$ cat src/rtl/config_loader.sv
// Byte-serial configuration frame loader: SYNC, NB payload bytes, XOR checksum, atomic commit.
// Optional idle timeout in LOAD/CHECK is enabled by defining CFG_TIMEOUT_EN.
module config_loader #(
  parameter int         PROG_W = 116,
  parameter logic [7:0] SYNC   = 8'hA5
) (
  input  logic              clk,
  input  logic              reset,
  input  logic [7:0]        in_data,
  input  logic              in_valid,
  output logic              in_ready,
  input  logic              abort,
  input  logic              err_clr,
  output logic [PROG_W-1:0] prog_out,
  output logic              cfg_done,
  output logic              configured,
  output logic              err,
  output logic              busy
);

  localparam int NB = (PROG_W + 7) / 8;
  localparam int CW = $clog2(NB + 1);
  localparam int IW = CW + 3;
  localparam logic [CW-1:0] LAST = CW'(NB - 1);

  typedef enum logic [1:0] {
    IDLE  = 2'd0,
    LOAD  = 2'd1,
    CHECK = 2'd2,
    ERR   = 2'd3
  } state_t;

  state_t            state_r;
  logic [PROG_W-1:0] shadow_r;
  logic [PROG_W-1:0] prog_r;
  logic [CW-1:0]     cnt_r;
  logic [7:0]        xor_r;
  logic              cfg_done_r;
  logic              configured_r;
  logic              err_r;
  logic              busy_r;
  logic              in_ready_r;
  logic              accept_s;
  logic              timeout_s;

  assign accept_s = in_valid & in_ready_r;

`ifdef CFG_TIMEOUT_EN
  logic [7:0] idle_r;

  // Counts edges without an accepted byte while a frame is open; expiry fires on the edge it would reach 255.
  always_ff @(posedge clk or negedge reset) begin
    if (!reset) begin
      idle_r <= 8'd0;
    end else if (((state_r == LOAD) || (state_r == CHECK)) && !accept_s) begin
      idle_r <= idle_r + 8'd1;
    end else begin
      idle_r <= 8'd0;
    end
  end

  assign timeout_s = (idle_r == 8'd254) & ~accept_s;
`else
  assign timeout_s = 1'b0;
`endif

  // Frame FSM with registered status outputs; abort outranks a byte accepted on the same edge.
  always_ff @(posedge clk or negedge reset) begin
    if (!reset) begin
      state_r      <= IDLE;
      shadow_r     <= '0;
      prog_r       <= '0;
      cnt_r        <= '0;
      xor_r        <= 8'h00;
      cfg_done_r   <= 1'b0;
      configured_r <= 1'b0;
      err_r        <= 1'b0;
      busy_r       <= 1'b0;
      in_ready_r   <= 1'b1;
    end else begin
      cfg_done_r <= 1'b0;
      case (state_r)
        IDLE: begin
          if (accept_s && (in_data == SYNC)) begin
            cnt_r   <= '0;
            xor_r   <= 8'h00;
            busy_r  <= 1'b1;
            state_r <= LOAD;
          end
        end
        LOAD: begin
          if (abort) begin
            busy_r  <= 1'b0;
            state_r <= IDLE;
          end else if (accept_s) begin
            // Bytes straddling the top of the word keep only the bits that exist.
            for (int b = 0; b < 8; b++) begin
              if (({cnt_r, 3'b000} + IW'(b)) < IW'(PROG_W)) begin
                shadow_r[{cnt_r, 3'b000} + IW'(b)] <= in_data[b];
              end
            end
            xor_r <= xor_r ^ in_data;
            cnt_r <= cnt_r + CW'(1);
            if (cnt_r == LAST) begin
              state_r <= CHECK;
            end
          end else if (timeout_s) begin
            err_r      <= 1'b1;
            busy_r     <= 1'b0;
            in_ready_r <= 1'b0;
            state_r    <= ERR;
          end
        end
        CHECK: begin
          if (abort) begin
            busy_r  <= 1'b0;
            state_r <= IDLE;
          end else if (accept_s) begin
            busy_r <= 1'b0;
            if (in_data == xor_r) begin
              prog_r       <= shadow_r;
              configured_r <= 1'b1;
              cfg_done_r   <= 1'b1;
              state_r      <= IDLE;
            end else begin
              err_r      <= 1'b1;
              in_ready_r <= 1'b0;
              state_r    <= ERR;
            end
          end else if (timeout_s) begin
            err_r      <= 1'b1;
            busy_r     <= 1'b0;
            in_ready_r <= 1'b0;
            state_r    <= ERR;
          end
        end
        ERR: begin
          if (err_clr) begin
            err_r      <= 1'b0;
            in_ready_r <= 1'b1;
            state_r    <= IDLE;
          end
        end
        default: begin
          err_r      <= 1'b0;
          busy_r     <= 1'b0;
          in_ready_r <= 1'b1;
          state_r    <= IDLE;
        end
      endcase
    end
  end

  assign prog_out   = prog_r;
  assign cfg_done   = cfg_done_r;
  assign configured = configured_r;
  assign err        = err_r;
  assign busy       = busy_r;
  assign in_ready   = in_ready_r;

endmodule

$ cat config.mk
export PLATFORM = sky130hd
export DESIGN_NAME = config_loader
export DESIGN_NICKNAME = d
export VERILOG_FILES = /design/src/rtl/config_loader.sv
export SDC_FILE = /design/constraint.sdc
export NUM_CORES = 1
export LEC_CHECK = 0
export ABC_AREA = 0
export CORE_MARGIN = 10
export CORE_UTILIZATION = 28
export CTS_CLUSTER_DIAMETER = 60
export CTS_CLUSTER_SIZE = 14
export DETAILED_ROUTE_END_ITERATION = 8
export GPL_ROUTABILITY_DRIVEN = 0
export PLACE_DENSITY = 0.44
export SLEW_MARGIN = 5
export SYNTH_ARGS = -nofsm -noshare
export SYNTH_HDL_FRONTEND = slang
export SYNTH_SLANG_ARGS = --single-unit
export TNS_END_PERCENT = 50
$ cat constraint.sdc
create_clock -name clk -period 4.7 [get_ports clk]
set_clock_uncertainty 0.15 [all_clocks]
set_input_delay 0.94 -clock clk [delete_from_list [all_inputs] [get_ports clk]]
set_output_delay 0.94 -clock clk [all_outputs]
set_load 0.05 [all_outputs]
## Word level (Yosys, flattened, before mapping)

Index checks and enable logic that the tools add are counted.
W data, S select, Z words.

| word-level totals | value |
|---|---|
| latch bits | 0 |
| memory bits (writable) | 0 |
| word-level logic and storage cells | 170 |
| flip-flop bits (word level) | 251 |
| bits of input ports | 13 |
| memories kept | 0 |
| ROM bits | 0 |

| cells by class | value |
|---|---|
| order comparisons | 24 |
| div/mod/pow operators | 0 |
| multipliers | 0 |
| muxes and demuxes | 89 |
| equality and inequality tests | 17 |
| shift operators | 0 |
| add/sub/neg operators | 8 |
| reduce and logical (&&, ||, !) cells | 19 |
| bitwise operators | 3 |

Operators by type and width:

| cell | number |
|---|---|
| $mux W116 | 29 |
| $bwmux W116 | 8 |
| $lt A7 B8 Y1 const B | 8 |
| $ge A7 B1 Y1 const B | 8 |
| $lt A7 B7 Y1 const B | 8 |
| $demux W1 S7 | 7 |
| $add A7 B3 Y7 const B | 4 |
| $mux W1 | 24 |
| $mux W8 | 3 |
| $mux W2 | 8 |
| $ne A2 B2 Y1 const B | 8 |
| $pmux W8 S2 | 1 |
| $add A7 B2 Y7 const B | 2 |
| $mux W4 | 3 |
| $reduce_and A4 Y1 | 3 |
| $reduce_and A5 Y1 | 2 |
| $logic_and A1 B1 Y1 | 9 |
| $ne A3 B3 Y1 const B | 3 |
| $eq A8 B8 Y1 | 1 |
| $eq A8 B8 Y1 const B | 1 |
| $pmux W2 S4 | 1 |
| $pmux W4 S2 | 1 |
| $xor A8 B8 Y8 | 1 |
| $add A7 B1 Y7 const B | 1 |
| 13 further kinds | 16 |

## Longest topological paths before layout

| logic depth | value |
|---|---|
| word-level depth | 41 |
| gate-level depth with buffers | 9 |
| gate-level depth less buffers | 7 |

## Worst setup path after synthesis

Ideal clock, no wire load.

| timing path | value |
|---|---|
| path kind | input port to flip-flop |
| start point | input in_data[3] |
| end point | register prog_r[100], in the netlist prog_out[100] |
| path buffers | 4 |
| arrival time | 2.455 ns |
| setup slack | 1.970 ns |
| stages on the path | 8 |
| library setup time | 0.125 ns |
| cells stage by stage | buf_2 -> xnor2_1 -> nand4_1 -> nor3_1 -> buf_2 -> buf_2 -> buf_2 -> mux2_2 |

| between the ends | value |
|---|---|
| longest elaborated chain between the ends | 2 |

RTL lines:

| element | line | source |
|---|---|---|
| start, declared | 9 | `input logic [7:0] in_data,` |
| $eq A8 B8 Y1 | 120 | `if (in_data == xor_r) begin` |
| $reduce_and A4 Y1 (no source line) | - |  |
| end signal, assigned | 121 | `prog_r <= shadow_r;` |
| end, declared | 35 | `logic [PROG_W-1:0] prog_r;` |

No other way between the ends.
A chain may end at the register's enable or synchronous reset.

## Worst setup path in the final report

| timing path | value |
|---|---|
| start point | input in_data[2] |
| end point | register cnt_r[3] |

| between the ends | value |
|---|---|
| longest elaborated chain between the ends | 4 |

RTL lines:

| element | line | source |
|---|---|---|
| $eq A8 B8 Y1 | 84 | `if (accept_s && (in_data == SYNC)) begin` |
| $logic_and A1 B1 Y1 | 84 |  |
| $ne A2 B2 Y1 (no source line) | - |  |
| $reduce_and A4 Y1 (no source line) | - |  |
| end signal, assigned | 103 | `cnt_r <= cnt_r + CW'(1);` |
| end, declared | 36 | `logic [CW-1:0] cnt_r;` |

No other way between the ends.

==> summary.md <==
| Metric | Value |
|---|---|
| Status | `finished clean` |
| First-pass GRT wire length | `39900 um` |
| Flops & latches, synth | `251` |
| DR pass1 iterations | `4` |
| Vias/cell | `4.49` |
| Initial antenna violation count | `0` |
| DR iter-0 viols | `242` |
| Placed instance count | `about 1200` |
| Post-Synthesis Cells | `651` |
| DR vias | `between 5000 and 6000` |
| Buf/Inv on CP | `1` |
| Starting Density | `0.285` |
| Area Overhead vs Synth | `26.4%` |
| Syn_area_per_cell | `15.2 um^2` |
| Post-synthesis net count | `about 670` |
| H-tree Lvls | `1` |
| Final slew viol count | `0` |
| CP top delay family | `simple AND/OR/NAND/NOR gates` |
| Clk Latency, worst-skew pair | `520 ps` |
| Drt drc | `0` |
| Die area | `43300 um^2` |
| Power per cell area | `399 nW/um^2` |
| Tightest Hold Check Type | `in2async` |
| Cell leakage power | `5.97 nW` |
| Crit path capture type | `register` |
| Least-Margin Pin Slew | `729 ps` |
| Finished Layout Cells | `1252` |
| Worst endpoint required time | `4990 ps` |
| DRT antenna net count | `0` |
| Setup Buffers After CTS | `0` |
| Critical Path Fanout Max | `24` |
| Setup crit start | `in_data[2]` |
| Hold Buf Count CTS | `0` |
| Critical path arrival | `about 3700 ps` |
| GRT Total Usage | `0.116` |
| Setup ws final | `1270 ps` |
| Crit-path slowest cell | `clkdlybuf4s50_1` |
| Pin count of the biggest net entering global routing | `119` |
| TritonCTS Buffers | `25` |
| RSZ-0062 raised after global routing | `false` |
| Clk root buf | `clkbuf_16` |
| # port buffers | `133` |
| Avg WL per Cell | `20.5 um` |
| Pre-CTS setup slack | `753 ps` |
| Tmin final | `between 3000 and 4000 ps` |
| Ys Warns | `0` |
| CORE AREA | `34700 um^2` |
| CTS resizes | `0` |
| FP Rows | `68` |
| Synth unique cells | `37` |
| R2r worst-path depth | `7` |
| Setup crit end | `cnt_r[3]$_DFFE_PN0P_` |
| FFs w/ async S/R, synth | `1.00` |
| Final hold violations | `0` |
| CTS sink count | `between 200 and 300` |
| Max-Cap Viols | `0` |
| Main synth FF type | `dfrtp_1` |
| Final period util | `0.731` |
| R2r startpoint | `state_r[1]$_DFFE_PN0P_` |
| Maximum clock rate | `291 MHz` |
| Final hold slack | `239 ps` |
| Crit-path cells | `clkdlybuf4s50_1 -> or4b_1 -> o21ai_2 -> nand3_2 -> or4_1 -> nand3_1` |
| I/O Pins | `134` |
| Share of cells above drive strength 1 | `0.358` |
| Vias in the first global route | `6188` |
| Final HPWL DP | `16600 um` |
| Post-synth EDFFs | `0` |
| CTS tree | `done` |
| DRT Wirelength | `about 26000 um` |
| DP Area | `11700 um^2` |
| Clk buf depth | `3` |
| # setup viols final | `0` |
| Startpoint types | `input pin` |
| Post-Route Setup TNS | `0 ps` |
| Normalized max-slew margin | `0.514` |
| Reg2reg end | `shadow_r[69]$_DFFE_PN0P_` |
| Nets | `around 800` |
| Die Y | `208 um` |
| CP peak stage delay | `approximately 930 ps` |
| Post-synthesis sequential area ratio | `0.635` |
| Post-route cell area | `~13000 um^2` |
| Reg clk slew, reported paths | `60 ps` |
| Kind of critical path | `in2reg` |
| Worst reg-to-reg setup slack | `1690 ps` |
| Mapped Area | `9900 um^2` |
| Global route total overflow | `0` |
| Worst VDD drop | `0.000222 V` |
| Levels on crit path | `6` |
| Die Wd | `between 200 and 250 um` |
through the flow:
stage,power (mW),util
3_5_place_dp,3.12,0.338
4_1_cts,5.08,0.360
6_report,4.99,0.360
3_3_place_gp,3.10,0.338
2_1_floorplan,2.90,-
5_1_grt,5.25,0.360
layer usage:
layer  up-vias  GRT usage  wire length (um)
met5         -          0                 0
met4         0     0.0274               353
met3        23     0.0232              1090
met2        95      0.199             12800
met1      2971      0.148             11500
li1       2534          -                 -
report_power, final:
group / switching, mW / internal, mW / leakage (nW)
clock: 0.826 / 1.08 / 0.387
sequential: 0.132 / 2.34 / 3.45
combinational: 0.331 / 0.272 / 2.14
total: 1.29 / 3.70 / 5.97
flip-flops by register name, indices dropped and copies added, names as in the netlist:
| register | count |
|---|---|
| in_ready | 1 |
| configured | 1 |
| prog_out | 116 |
| xor_r | 8 |
| cfg_done | 1 |
| busy | 1 |
| shadow_r | 116 |
| cnt_r | 4 |
| err | 1 |
| state_r | 2 |
cells by family after synthesis:
family | count (synthesis) | share of synthesized area
AO/OA/AOI/OAI | 32 | 0.0214
XOR/XNOR | 8 | 0.00708
adder cells (fa/ha/maj) | 9 | 0.0114
buffers and inverters | 45 | 0.0204
flip-flops | 251 | 0.635
multiplexers | 234 | 0.266
AND/OR/NAND/NOR | 72 | 0.0389
synth_stat cells, types with 2 or more instances:
cell | instances | share of area
xnor2_1 | 8 | 0.0071
nand2_1 | 22 | 0.0083
a21oi_1 | 3 | 0.0015
nand4_1 | 2 | 0.0013
inv_1 | 7 | 0.0027
nor3_1 | 2 | 0.0010
and2_1 | 5 | 0.0032
mux2_2 | 228 | 0.26
mux2_1 | 5 | 0.0057
o21ai_0 | 14 | 0.0071
dfrtp_1 | 250 | 0.63
nor2_1 | 6 | 0.0023
nor2b_1 | 3 | 0.0019
a22o_1 | 8 | 0.0071
clkbuf_1 | 16 | 0.0061
ha_1 | 9 | 0.011
buf_2 | 20 | 0.010
nand2b_1 | 18 | 0.011
nand3_1 | 7 | 0.0035
worst min path at each step:
stage | start | end | slack (ps) | cells after the start
3_5_place_dp | configured$_DFFE_PN0P_ | configured$_DFFE_PN0P_ | 310 | 1
5_1_grt | reset | prog_out[36]$_DFFE_PN0P_ | 290 | 1
6_report | reset | prog_out[36]$_DFFE_PN0P_ | 240 | 1
2_1_floorplan | shadow_r[37]$_DFFE_PN0P_ | shadow_r[37]$_DFFE_PN0P_ | 310 | 1
4_1_cts | reset | shadow_r[26]$_DFFE_PN0P_ | 270 | 1
3_3_place_gp | configured$_DFFE_PN0P_ | configured$_DFFE_PN0P_ | 300 | 1
placed cells by master, fill, tap and decap left out, drive strengths merged, types with 2 or more instances in the layout:
cell type and n:
o21ai 15, and2 5, ha 9, mux2 233
nor2b 3, clkbuf 29, a22o 8, nand2 22
clkinv 8, inv 8, nand2b 18, clkdlybuf4s50 132
nor2 6, a21oi 3, nor3 2, nand4 2
xnor2 8, dfrtp 250, buf 12, nand3 8
final cells by class:
class / instances / area (um^2)
clock inverter: 10 / 82.6
fill: 3373 / 22200
inverter: 7 / 26.3
timing repair buffer: 144 / 1440
sequential: 251 / 6280
clock buffer: 29 / 681
tap: 455 / 569
multi-input combinational: 355 / 3420
antenna: 1 / 2.50
(Power assumes the default switching activity.)
